## src/rtl/rom_arb_pkg.sv

```systemverilog
// Shared types and constants for the program-ROM arbiter.
// ARB_LATENCY tracks ROM_ARB_OUTREG_EN (grant-to-rvalid cycles).
package rom_arb_pkg;

  typedef enum logic {
    PORT_IFETCH = 1'b0,
    PORT_DLOAD  = 1'b1
  } port_id_t;

  localparam int NUM_PORTS = 2;

`ifdef ROM_ARB_OUTREG_EN
  localparam int ARB_LATENCY = 2;
`else
  localparam int ARB_LATENCY = 1;
`endif

endpackage

```

## src/rtl/rom_arbiter_if.sv

```systemverilog
// Requester-side and ROM-side signals of the arbiter.
// The slave modport is the arbiter's view; master is the surrounding core/ROM view.
interface rom_arbiter_if #(
  parameter int DATA_WIDTH = 32,
  parameter int ADDR_WIDTH = 10
);
  logic                  req0;
  logic [ADDR_WIDTH-1:0] addr0;
  logic                  gnt0;
  logic                  rvalid0;
  logic [DATA_WIDTH-1:0] rdata0;
  logic                  req1;
  logic [ADDR_WIDTH-1:0] addr1;
  logic                  gnt1;
  logic                  rvalid1;
  logic [DATA_WIDTH-1:0] rdata1;
  logic [ADDR_WIDTH-1:0] rom_addr;
  logic [DATA_WIDTH-1:0] rom_rdata;
  logic                  rom_rdata_valid;

  modport slave (
    input  req0, addr0, req1, addr1, rom_rdata, rom_rdata_valid,
    output gnt0, rvalid0, rdata0, gnt1, rvalid1, rdata1, rom_addr
  );

  modport master (
    output req0, addr0, req1, addr1, rom_rdata, rom_rdata_valid,
    input  gnt0, rvalid0, rdata0, gnt1, rvalid1, rdata1, rom_addr
  );
endinterface

```

## src/rtl/rom_arbiter_rr_arb2.sv

```systemverilog
// Two-way round-robin picker, purely combinational, one-hot (or zero) grant.
// On conflict the port that did not win last time is chosen.
module rr_arb2 (
  input  logic [1:0] req,
  input  logic       last_gnt,
  input  logic       en,
  output logic [1:0] gnt
);

  always_comb begin
    gnt = 2'b00;
    if (en) begin
      unique case (req)
        2'b01:   gnt = 2'b01;
        2'b10:   gnt = 2'b10;
        2'b11:   gnt = last_gnt ? 2'b01 : 2'b10;
        default: gnt = 2'b00;
      endcase
    end
  end

endmodule

```

## src/rtl/rom_arbiter.sv

```systemverilog
// Shares one single-port synchronous ROM between fetch (port 0) and data load (port 1).
// Define ROM_ARB_OUTREG_EN to re-register rdata*/rvalid* (grant-to-rvalid 2 cycles instead of 1).
module rom_arbiter
  import rom_arb_pkg::*;
#(
  parameter int DATA_WIDTH = 32,
  parameter int ADDR_WIDTH = 10
) (
  input logic          clk,
  input logic          reset_n,
  rom_arbiter_if.slave bus
);

  logic [NUM_PORTS-1:0]  gnt;
  logic                  stall;
  logic                  arb_en;
  logic                  any_gnt;
  logic                  rsp_vld;
  logic [1:0]            rsp_vld_port;
  logic [ADDR_WIDTH-1:0] rom_addr;
  logic [DATA_WIDTH-1:0] rsp_dat0;
  logic [DATA_WIDTH-1:0] rsp_dat1;

  logic                  pend_q,      pend_d;
  port_id_t              pend_id_q,   pend_id_d;
  logic                  last_gnt_q,  last_gnt_d;
  logic [ADDR_WIDTH-1:0] pend_addr_q, pend_addr_d;
  logic [DATA_WIDTH-1:0] hold0_q;
  logic [DATA_WIDTH-1:0] hold1_q;

  assign stall   = pend_q & ~bus.rom_rdata_valid;
  assign arb_en  = reset_n & ~stall;
  assign any_gnt = |gnt;
  assign rsp_vld = pend_q & bus.rom_rdata_valid;

  rr_arb2 u_rr_arb2 (
    .req      ({bus.req1, bus.req0}),
    .last_gnt (last_gnt_q),
    .en       (arb_en),
    .gnt      (gnt)
  );

  assign bus.gnt0 = gnt[0];
  assign bus.gnt1 = gnt[1];

  // Idle value is addr0 so the ROM address never floats.
  always_comb begin
    rom_addr = bus.addr0;
    if (gnt[1])     rom_addr = bus.addr1;
    else if (stall) rom_addr = pend_addr_q;
  end
  assign bus.rom_addr = rom_addr;

  always_comb begin
    pend_d      = pend_q;
    pend_id_d   = pend_id_q;
    last_gnt_d  = last_gnt_q;
    pend_addr_d = pend_addr_q;
    if (any_gnt) begin
      pend_d      = 1'b1;
      pend_id_d   = gnt[1] ? PORT_DLOAD : PORT_IFETCH;
      last_gnt_d  = gnt[1];
      pend_addr_d = rom_addr;
    end else if (rsp_vld) begin
      pend_d = 1'b0;
    end
  end

  // The returned word is steered to the owner; the other port keeps its last word.
  assign rsp_vld_port[0] = rsp_vld & (pend_id_q == PORT_IFETCH);
  assign rsp_vld_port[1] = rsp_vld & (pend_id_q == PORT_DLOAD);
  assign rsp_dat0 = rsp_vld_port[0] ? bus.rom_rdata : hold0_q;
  assign rsp_dat1 = rsp_vld_port[1] ? bus.rom_rdata : hold1_q;

  always_ff @(posedge clk) begin
    if (!reset_n) begin
      pend_q      <= 1'b0;
      pend_id_q   <= PORT_IFETCH;
      last_gnt_q  <= 1'b1;
      pend_addr_q <= '0;
      hold0_q     <= '0;
      hold1_q     <= '0;
    end else begin
      pend_q      <= pend_d;
      pend_id_q   <= pend_id_d;
      last_gnt_q  <= last_gnt_d;
      pend_addr_q <= pend_addr_d;
      hold0_q     <= rsp_dat0;
      hold1_q     <= rsp_dat1;
    end
  end

`ifdef ROM_ARB_OUTREG_EN
  logic [1:0] out_vld_q;

  always_ff @(posedge clk) begin
    if (!reset_n) out_vld_q <= 2'b00;
    else          out_vld_q <= rsp_vld_port;
  end

  assign bus.rvalid0 = reset_n & out_vld_q[0];
  assign bus.rvalid1 = reset_n & out_vld_q[1];
  assign bus.rdata0  = reset_n ? hold0_q : '0;
  assign bus.rdata1  = reset_n ? hold1_q : '0;
`else
  assign bus.rvalid0 = reset_n & rsp_vld_port[0];
  assign bus.rvalid1 = reset_n & rsp_vld_port[1];
  assign bus.rdata0  = reset_n ? rsp_dat0 : '0;
  assign bus.rdata1  = reset_n ? rsp_dat1 : '0;
`endif

`ifdef SIMULATION
  a_addr0_stable: assert property (@(posedge clk) disable iff (!reset_n)
    (bus.req0 && !bus.gnt0) |=> (!bus.req0 || $stable(bus.addr0)));
  a_addr1_stable: assert property (@(posedge clk) disable iff (!reset_n)
    (bus.req1 && !bus.gnt1) |=> (!bus.req1 || $stable(bus.addr1)));
`endif

endmodule
```

## src/flat_wrapper.sv

```systemverilog
// flat-port wrapper written by rule: the top's interface ports become plain ports
module rom_arbiter_flat import rom_arb_pkg::*;
#(
  parameter int DATA_WIDTH = 32,
  parameter int ADDR_WIDTH = 10
)
  (clk, reset_n, bus_req0, bus_addr0, bus_req1, bus_addr1, bus_rom_rdata, bus_rom_rdata_valid, bus_gnt0, bus_rvalid0, bus_rdata0, bus_gnt1, bus_rvalid1, bus_rdata1, bus_rom_addr);
  rom_arbiter_if #(.DATA_WIDTH(DATA_WIDTH), .ADDR_WIDTH(ADDR_WIDTH)) bus_i ();
  input logic clk;
  input logic reset_n;
  input wire logic [$bits(bus_i.req0)-1:0] bus_req0;
  input wire logic [$bits(bus_i.addr0)-1:0] bus_addr0;
  input wire logic [$bits(bus_i.req1)-1:0] bus_req1;
  input wire logic [$bits(bus_i.addr1)-1:0] bus_addr1;
  input wire logic [$bits(bus_i.rom_rdata)-1:0] bus_rom_rdata;
  input wire logic [$bits(bus_i.rom_rdata_valid)-1:0] bus_rom_rdata_valid;
  output wire logic [$bits(bus_i.gnt0)-1:0] bus_gnt0;
  output wire logic [$bits(bus_i.rvalid0)-1:0] bus_rvalid0;
  output wire logic [$bits(bus_i.rdata0)-1:0] bus_rdata0;
  output wire logic [$bits(bus_i.gnt1)-1:0] bus_gnt1;
  output wire logic [$bits(bus_i.rvalid1)-1:0] bus_rvalid1;
  output wire logic [$bits(bus_i.rdata1)-1:0] bus_rdata1;
  output wire logic [$bits(bus_i.rom_addr)-1:0] bus_rom_addr;
  assign bus_i.req0 = bus_req0;
  assign bus_i.addr0 = bus_addr0;
  assign bus_i.req1 = bus_req1;
  assign bus_i.addr1 = bus_addr1;
  assign bus_i.rom_rdata = bus_rom_rdata;
  assign bus_i.rom_rdata_valid = bus_rom_rdata_valid;
  assign bus_gnt0 = bus_i.gnt0;
  assign bus_rvalid0 = bus_i.rvalid0;
  assign bus_rdata0 = bus_i.rdata0;
  assign bus_gnt1 = bus_i.gnt1;
  assign bus_rvalid1 = bus_i.rvalid1;
  assign bus_rdata1 = bus_i.rdata1;
  assign bus_rom_addr = bus_i.rom_addr;
  rom_arbiter #(.DATA_WIDTH(DATA_WIDTH), .ADDR_WIDTH(ADDR_WIDTH)) u_core (.clk(clk), .reset_n(reset_n), .bus(bus_i));
endmodule
```

## config.mk

```make
export PLATFORM = sky130hd
export DESIGN_NAME = rom_arbiter_flat
export DESIGN_NICKNAME = d
export VERILOG_FILES = /design/src/rtl/rom_arb_pkg.sv /design/src/rtl/rom_arbiter_if.sv /design/src/rtl/rom_arbiter_rr_arb2.sv /design/src/rtl/rom_arbiter.sv /design/src/flat_wrapper.sv
export SDC_FILE = /design/constraint.sdc
export NUM_CORES = 1
export LEC_CHECK = 0
export ABC_AREA = 1
export CORE_MARGIN = 2
export CORE_UTILIZATION = 35
export DETAILED_ROUTE_END_ITERATION = 16
export DONT_BUFFER_PORTS = 1
export PLACE_DENSITY = 0.6
export SLEW_MARGIN = 20
export SYNTH_ARGS = -nofsm -noshare
export SYNTH_HDL_FRONTEND = slang
export SYNTH_SLANG_ARGS = --single-unit
```

## constraint.sdc

```tcl
create_clock -name clk -period 1.6 [get_ports clk]
set_input_delay 0.32 -clock clk [delete_from_list [all_inputs] [get_ports clk]]
set_output_delay 0.32 -clock clk [all_outputs]
set_load 0.01 [all_outputs]
```

==> results by group, run 1 <==
Routing
  – Final routed wire length divided by cell count: 16.4 um
  – Number of nets with antenna violations after detailed routing: 0
  – Number of search-and-repair iterations in the first detailed-routing pass: 4
  – Routed vias: 2,894
  – DR DRC count: 0
  – Detailed router's first-iteration violation count: 75
  – Detailed-route vias per instance: slightly above 5
  – Detailed-route wire length: approximately 9300 um

Clock network
  – CTS sink count: 77
  – Clk buf depth: 2
  – Clock tree root buffer cell: clkbuf_8
  – Clock insertion delay at the later pin of the skew report: ~340 ps
  – Total clock buffers created by CTS: 9
  – Clock tree from TritonCTS: built
  – Post-CTS Hold Buffers: 0
  – Clock Pin Slew Worst Setup and Hold Paths: ~80 ps
  – Total number of H-tree levels: 3

Global route
  – Global-route wire length before repair: approximately 14,000 um
  – Maximum number of pins on one net before global-route repair: 70
  – Layer with the highest usage: met2
  – Via count of the first global-routing pass: 2,796
  – Fraction of met2 tracks used by global routing: 30.3%
  – Routing usage on met3: under 10%
  – Global-route congestion overflow total: 0
  – Initial antenna violation count: 0
  – Met1 GRT Util: 19.5%
  – GRT Resource Usage Total: 17.4%

Yosys
  – Synth area leaders: dfxtp_1 50%, o21ai_0 8.2%, nor2_1 8.2%
  – Synth top area share: 49.6%
  – Ys flop type: dfxtp_1
  – Count leader, synth: dfxtp_1
  – Avg Inst Size Synth: slightly above 7 sq um
  – Mapped Area: 0.00311 sq mm
  – Number of register bits inferred by synthesis: 77
  – Commonest cells in the synthesized netlist: 77 x dfxtp_1, 68 x nor2_1, 57 x inv_1, 56 x nand2_1, 51 x o21ai_0
  – Warnings, synthesis: 0
  – Sequential area share after synthesis: approximately half
  – Number of nets produced by synthesis: between 400 and 500
  – Synth async-reset ratio: 0%
  – Post-Syn Instances: 434
  – Post-synthesis cell type with the largest combined area: dfxtp_1
  – Number of enable flip-flop cells after synthesis: 0
  – Unique cell type count in the Yosys netlist: 17

Timing
  – Tcrit/Tclk final: 111%
  – Max Freq: 0.561 GHz
  – Setup repair after global routing missed its margin: yes
  – Total negative setup slack: -8010 ps
  – Shortest period the worst path allows: 1780 ps
  – Slew HR: 80.0%
  – Number of failing setup endpoints in the final timing report: 78
  – Final Hold Violating Endpoints: 0
  – Worst clock skew on the final layout: 13.7 ps
  – Final worst setup slack: -181 ps
  – Tightest Pin Transition: 300 ps
  – Total count of max-transition violations in the final report: 0

Finish
  – Area overhead of the layout relative to synthesis: 41.3%
  – Area occupied by registers: 0.00154 sq mm
  – Inserted Diodes: 0
  – Area taken by multi-input logic gates: 0.00182 sq mm
  – Number of filler instances in the final layout: 822
  – Share of cells above drive strength 1: 39.8%
  – Final nets: roughly 500

Job
  – Max cap viols: 0

Floorplanning
  – Die span in x: slightly below 100 um
  – Effective utilization at floorplan: 35.8%
  – Die outline height: between 90 and 100 um
  – Core footprint: about 0.0087 sq mm
  – Top Ports: 135
  – Die area: 0.00965 sq mm
  – Row Count: 34

Power
  – Pwr Total: 0.00417 W
  – Total power density per cell area: about 950 mW/mm^2
  – Static Leak: 1.72 nW
  – Peak supply drop: ~0.00059 V

Worst setup path
  – Number of buffers and inverters on the critical path: 2
  – Worst-path maximum fanout: 5
  – Top cell family by delay on the critical path: buffers and inverters
  – Largest stage delay, worst path: 340 ps
  – Kind of launch point of the worst setup path: flop
  – Worst setup EP type: primary output
  – Library cell contributing the largest single delay on the critical path: dfxtp_2
  – Cells traversed along the worst timing path: buf_6 -> a21oi_4 -> buf_4 -> nand3_2 -> nand2_2
  – Worst endpoint required time: 1280 ps
  – Data arrival, critical path: between 1000 and 1500 ps
  – Startpoint-to-endpoint class of the critical path: flop to primary output

Placed design
  – Port bufs: 0
  – Final HPWL DP: approximately 5400 um
  – Last weighted congestion value of the routability-driven placer: 0.769

Worst hold path
  – Hold Path Class: input port to flop

Status
  – Violated checks: negative setup slack
  – Outcome: complete, but fails checks
[final timing paths]
| kind | start | to | slack (ps) | depth (start not counted) |
|---|---|---|---|---|
| worst min register to register | u_core.hold1_q[31] | u_core.hold1_q[31] | 470 | 2 |
| worst max register to register | u_core.pend_q | u_core.pend_addr_q[0] | 120 | 10 |
| worst min-delay path | reset_n | u_core.last_gnt_q | 90 | 1 |
| worst max-delay path | u_core.pend_q | bus_rom_addr[3] | -180 | 5 |
[worst reg2reg max path: stages (launching register included)]
cell     delay (ps)
dfxtp_2         340
buf_6           130
nand2_2         100
buf_6           130
buf_4           110
nand2_1          50
a21oi_2         140
buf_4           160
nand3_1         100
nand2_1          80
inv_1            40
[cell families after synthesis]
logic type             Yosys count  synth area share [%]
AO/OA/AOI/OAI                  111                  18.4
buffers and inverters           87                  11.3
flip-flops                      77                  49.6
AND/OR/NAND/NOR                159                  20.7
[cell type report]
type | count | share of cell area, %
Multi-Input combinational cell | 271 | 41.5
Sequential cell | 77 | 35.2
Timing Repair Buffer | 39 | 10.5
Inverter | 59 | 5.27
Tap cell | 108 | 3.08
Clock buffer | 10 | 2.91
Clock inverter | 6 | 1.62
[what timing repair did]
item,CTS,global route
endpoints found under the setup margin,78,78
cloned,2,5
setup buffers,9,5
pin swaps,19,21
gates resized for setup,115,100
[metrics by stage]
step	setup WS (ps)	hold slack (ps)	area [sq um]	instances	utilization, %
final	-181	86.8	4390	570	50.6
after global routing	-248	65.3	4390	570	50.6
after CTS	-168	53.8	3990	562	46.0
after detailed placement	133	420	3330	535	38.3
after global placement	145	416	3330	535	38.3
after floorplan	137	452	3110	434	-
[power by group]
group          total, W  switching (W)  internal (W)
Sequential      0.00204      0.0000356       0.00200
Clock           0.00148       0.000748      0.000732
Combinational  0.000651       0.000395      0.000257
Total           0.00417        0.00118       0.00299
[flip-flops by register name, summed over array words and instances (netlist names)]
register,flops
u_core.hold0_q,32
u_core.hold1_q,32
u_core.pend_addr_q,10
u_core.last_gnt_q,1
u_core.pend_id_q,1
u_core.pend_q,1
[cell usage in the layout, fill, tap and decap left out, drive strengths merged]
master | synthesis | layout
buf | 15 | 35
o21ai | 64 | 64
inv | 59 | 60
clkbuf | 13 | 14
nand2 | 57 | 58
nand3 | 33 | 33
a21oi | 46 | 46
bufinv | 0 | 1
nor2 | 69 | 69
dfxtp | 77 | 77
clkinvlp | 0 | 2
clkinv | 0 | 2
o211ai | 1 | 1
[layer usage]
metal | vias to the layer above | wire [um]
li1 | 1431 | -
met1 | 1360 | 3770
met2 | 95 | 4770
met3 | 8 | 671
met4 | 0 | 125
met5 | - | 0
Note: power is estimated with default switching activity, not from simulation.
==> run 2: changes to the inputs <==
RECOVER_POWER = 25   (was default)
SETUP_SLACK_MARGIN = 0.2   (was default)
==> run 2 against run 1 <==
The run still ends with negative setup slack left. Highest routed layer unchanged. Clock-buffer cell count did not move. Final area up 21%. Critical endpoint is now bus_rdata0[11]. Die area is the same. Total power increased by 3.0%. Utilization up 11 points. Register-to-register slack improved by 20 ps. Non-clock buffer count up 13. Worst hold slack improved by 32 ps.
==> results by group, run 2 (synthesis gave the netlist of run 1 again) <==
Finish
  – Leading cell type in the layout, fill and taps excluded: dfxtp_1 (unchanged)
  – Largest registers: u_core.hold0_q: 32 flops, u_core.hold1_q: 32 flops, u_core.pend_addr_q: 10 flops (unchanged)
  – Share of cells above drive strength 1: 56.3% (was 39.8%)
  – Area overhead of the layout relative to synthesis: 71.5% (was 41.3%)
  – Top library cells by usage in the layout, fill and taps aside: 75 x dfxtp_1, 55 x inv_1, 41 x nand2_1 (was 75 x dfxtp_1, 55 x inv_1, 41 x o21ai_1)
  – Number of filler instances in the final layout: 691 (was 822)
  – Final nets: 528 (was 514)
  – Inserted Diodes: 0 (unchanged)
  – Design area: 0.00533 sq mm (was 0.00439 sq mm)

Routing
  – Detailed-route wire length: 10,100 um (was 9340 um)
  – Number of nets with antenna violations after detailed routing: 0 (unchanged)
  – Number of search-and-repair iterations in the first detailed-routing pass: 4 (unchanged)
  – Routed vias: 3,013 (was 2,894)
  – Detailed-route vias per instance: 5.16 (was 5.08)
  – DR DRC count: 0 (unchanged)
  – Final routed wire length divided by cell count: 17.2 um (was 16.4 um)
  – Detailed router's first-iteration violation count: 65 (was 75)

Clock network
  – Clock tree from TritonCTS: built (unchanged)
  – Clock Pin Slew Worst Setup and Hold Paths: 80 ps (about the same)
  – Clock tree root buffer cell: clkbuf_8 (unchanged)
  – Clk buf depth: 2 (unchanged)
  – Total clock buffers created by CTS: 9 (unchanged)
  – Total number of H-tree levels: 3 (unchanged)
  – Clock insertion delay at the later pin of the skew report: 350 ps (was 340 ps)
  – CTS sink count: 77 (unchanged)
  – Post-CTS Hold Buffers: 0 (unchanged)

Worst setup path
  – Worst endpoint required time: 1280 ps (about the same)
  – Library cell contributing the largest single delay on the critical path: dfxtp_4 (was dfxtp_2)
  – Startpoint-to-endpoint class of the critical path: flop to primary output (unchanged)
  – Worst setup EP type: primary output (unchanged)
  – Depth of the most critical reg-to-reg path: 10 (unchanged)
  – Cells traversed along the worst timing path: buf_6 -> nor2_4 -> buf_6 -> inv_8 -> buf_12 -> nor2_4 -> nor2_2 (was buf_6 -> a21oi_4 -> buf_4 -> nand3_2 -> nand2_2)
  – Worst-path maximum fanout: 8 (was 5)
  – Data arrival, critical path: 1490 ps (was 1460 ps)
  – Largest stage delay, worst path: 370 ps (was 340 ps)
  – Kind of launch point of the worst setup path: flop (unchanged)

Global route
  – Global-route wire length before repair: 14,400 um (was 13,500 um)
  – Via count of the first global-routing pass: 2,895 (was 2,796)
  – Maximum number of pins on one net before global-route repair: 70 (unchanged)
  – Initial antenna violation count: 0 (unchanged)
  – GRT Resource Usage Total: 18.7% (was 17.4%)
  – Global-route congestion overflow total: 0 (unchanged)

Status
  – Outcome: complete, but fails checks (unchanged)
  – Violated checks: negative setup slack (unchanged)

Power
  – Peak supply drop: 0.000465 V (was 0.000590 V)
  – Static Leak: 1.94 nW (was 1.72 nW)
  – Switching power: 0.00121 W (was 0.00118 W)
  – Internal power: 0.00308 W (was 0.00299 W)
  – Fraction of power consumed by the clock network: 34.6% (was 35.5%)
  – Comb pwr share: 17.8% (was 15.6%)
  – Switching share of power: 28.2% (about the same)
  – Sequential power share: 47.7% (was 48.9%)
  – Total power density per cell area: 806 mW/mm^2 (was 950 mW/mm^2)
  – Pwr Total: 0.00430 W (was 0.00417 W)

Timing
  – Number of failing setup endpoints in the final timing report: 78 (unchanged)
  – Slew HR: 80.7% (was 80.0%)
  – Worst clock skew on the final layout: 7.71 ps (was 13.7 ps)
  – Tcrit/Tclk final: 113% (was 111%)
  – Tightest Pin Transition: 290 ps (was 300 ps)
  – Total count of max-transition violations in the final report: 0 (unchanged)
  – Final Hold Violating Endpoints: 0 (unchanged)
  – Shortest period the worst path allows: 1810 ps (was 1780 ps)
  – Setup repair after global routing missed its margin: yes (unchanged)
  – Max Freq: 0.552 GHz (was 0.561 GHz)
  – Final worst setup slack: -212 ps (was -181 ps)

Floorplanning
  – Die area: 0.00965 sq mm (unchanged)
  – Top Ports: 135 (unchanged)
  – Die span in x: 98.2 um (unchanged)
  – Row Count: 34 (unchanged)
  – Effective utilization at floorplan: 35.8% (unchanged)
  – Core footprint: 0.00868 sq mm (unchanged)
  – Die outline height: 98.2 um (unchanged)

Placed design
  – Last weighted congestion value of the routability-driven placer: 0.767 (was 0.769)
  – Port bufs: 0 (unchanged)
  – Final HPWL DP: 5380 um (was 5390 um)
  – Placed Area: 0.00352 sq mm (was 0.00333 sq mm)

Worst hold path
  – Hold Path Class: input port to flop (unchanged)
  – Cell depth of the worst min-delay path: 2 (was 1)

Job
  – Max cap viols: 0 (unchanged)
==> run 2: cell count changes in the layout (fill, tap and decap cells not counted), moves of 14 or more <==
cell / before / now
o21ai_1: 41 / 6
a21oi_4: 2 / 32
a21oi_2: 32 / 4
nor2_1: 29 / 2
nor2_4: 9 / 31
o21ai_2: 11 / 32
o21ai_4: 1 / 21
buf_6: 7 / 21
==> run 2: repair_timing <==
action                                  CTS  global route
pin swaps                                32            36
resized for setup                       215           131
endpoints found under the setup margin   91            88
cloned                                    7             3
setup buffers                            14             6
==> run 2: power by group through the flow <==
| stage | combinational (W) | clock [W] | sequential, W |
|---|---|---|---|
| finish | 0.000765 | 0.00149 | 0.00205 |
| detailed placement | 0.000438 | 0 | 0.00208 |
| floorplan | 0.000353 | 0 | 0.00207 |
| CTS | 0.000614 | 0.00154 | 0.00204 |
| global route | 0.000824 | 0.00161 | 0.00206 |
| global placement | 0.000428 | 0 | 0.00208 |
==> run 2: cell type report <==
type | count | area [sq um] | area share, %
multi-input cells | 272 | 2500 | 46.9
clock inverters | 6 | 61.3 | 1.15
clock buffers | 10 | 138 | 2.58
flip-flops and latches | 77 | 1550 | 29.1
well taps | 108 | 135 | 2.54
repair buffers | 52 | 717 | 13.5
inverters | 59 | 231 | 4.34
==> run 2: critical path: cells and delay by family (launching register included) <==
kind | cells | cell delay [ps]
buf+inv | 4 | 480
flops | 1 | 370
simple gates | 3 | 300
==> run 2: metrics by stage <==
step           setup TNS, ps  hold WS, ps  util, %  setup WS, ps  instances
2_1_floorplan              0          452        -           231        434
6_report              -12510          118     61.4          -212        584
4_1_cts               -12060         53.7     53.4          -198        575
3_3_place_gp               0          416     40.6          41.8        538
3_5_place_dp               0          421     40.6          14.1        538
5_1_grt               -18480         78.5     61.4          -283        584
==> run 2: worst paths after layout <==
path	to	start	slack, ps
max	bus_rdata0[11]	u_core.pend_id_q	-210
min	u_core.hold1_q[2]	reset_n	120
max reg2reg	u_core.pend_addr_q[7]	u_core.pend_q	140
min reg2reg	u_core.hold1_q[28]	u_core.hold1_q[28]	480
==> run 2: routing by layer <==
layer	up-vias	routed length, um	track usage [%]
met3	19	786	6.73
met5	-	0	0
li1	1457	-	-
met4	0	208	6.32
met2	110	5250	32.6
met1	1427	3810	21.2
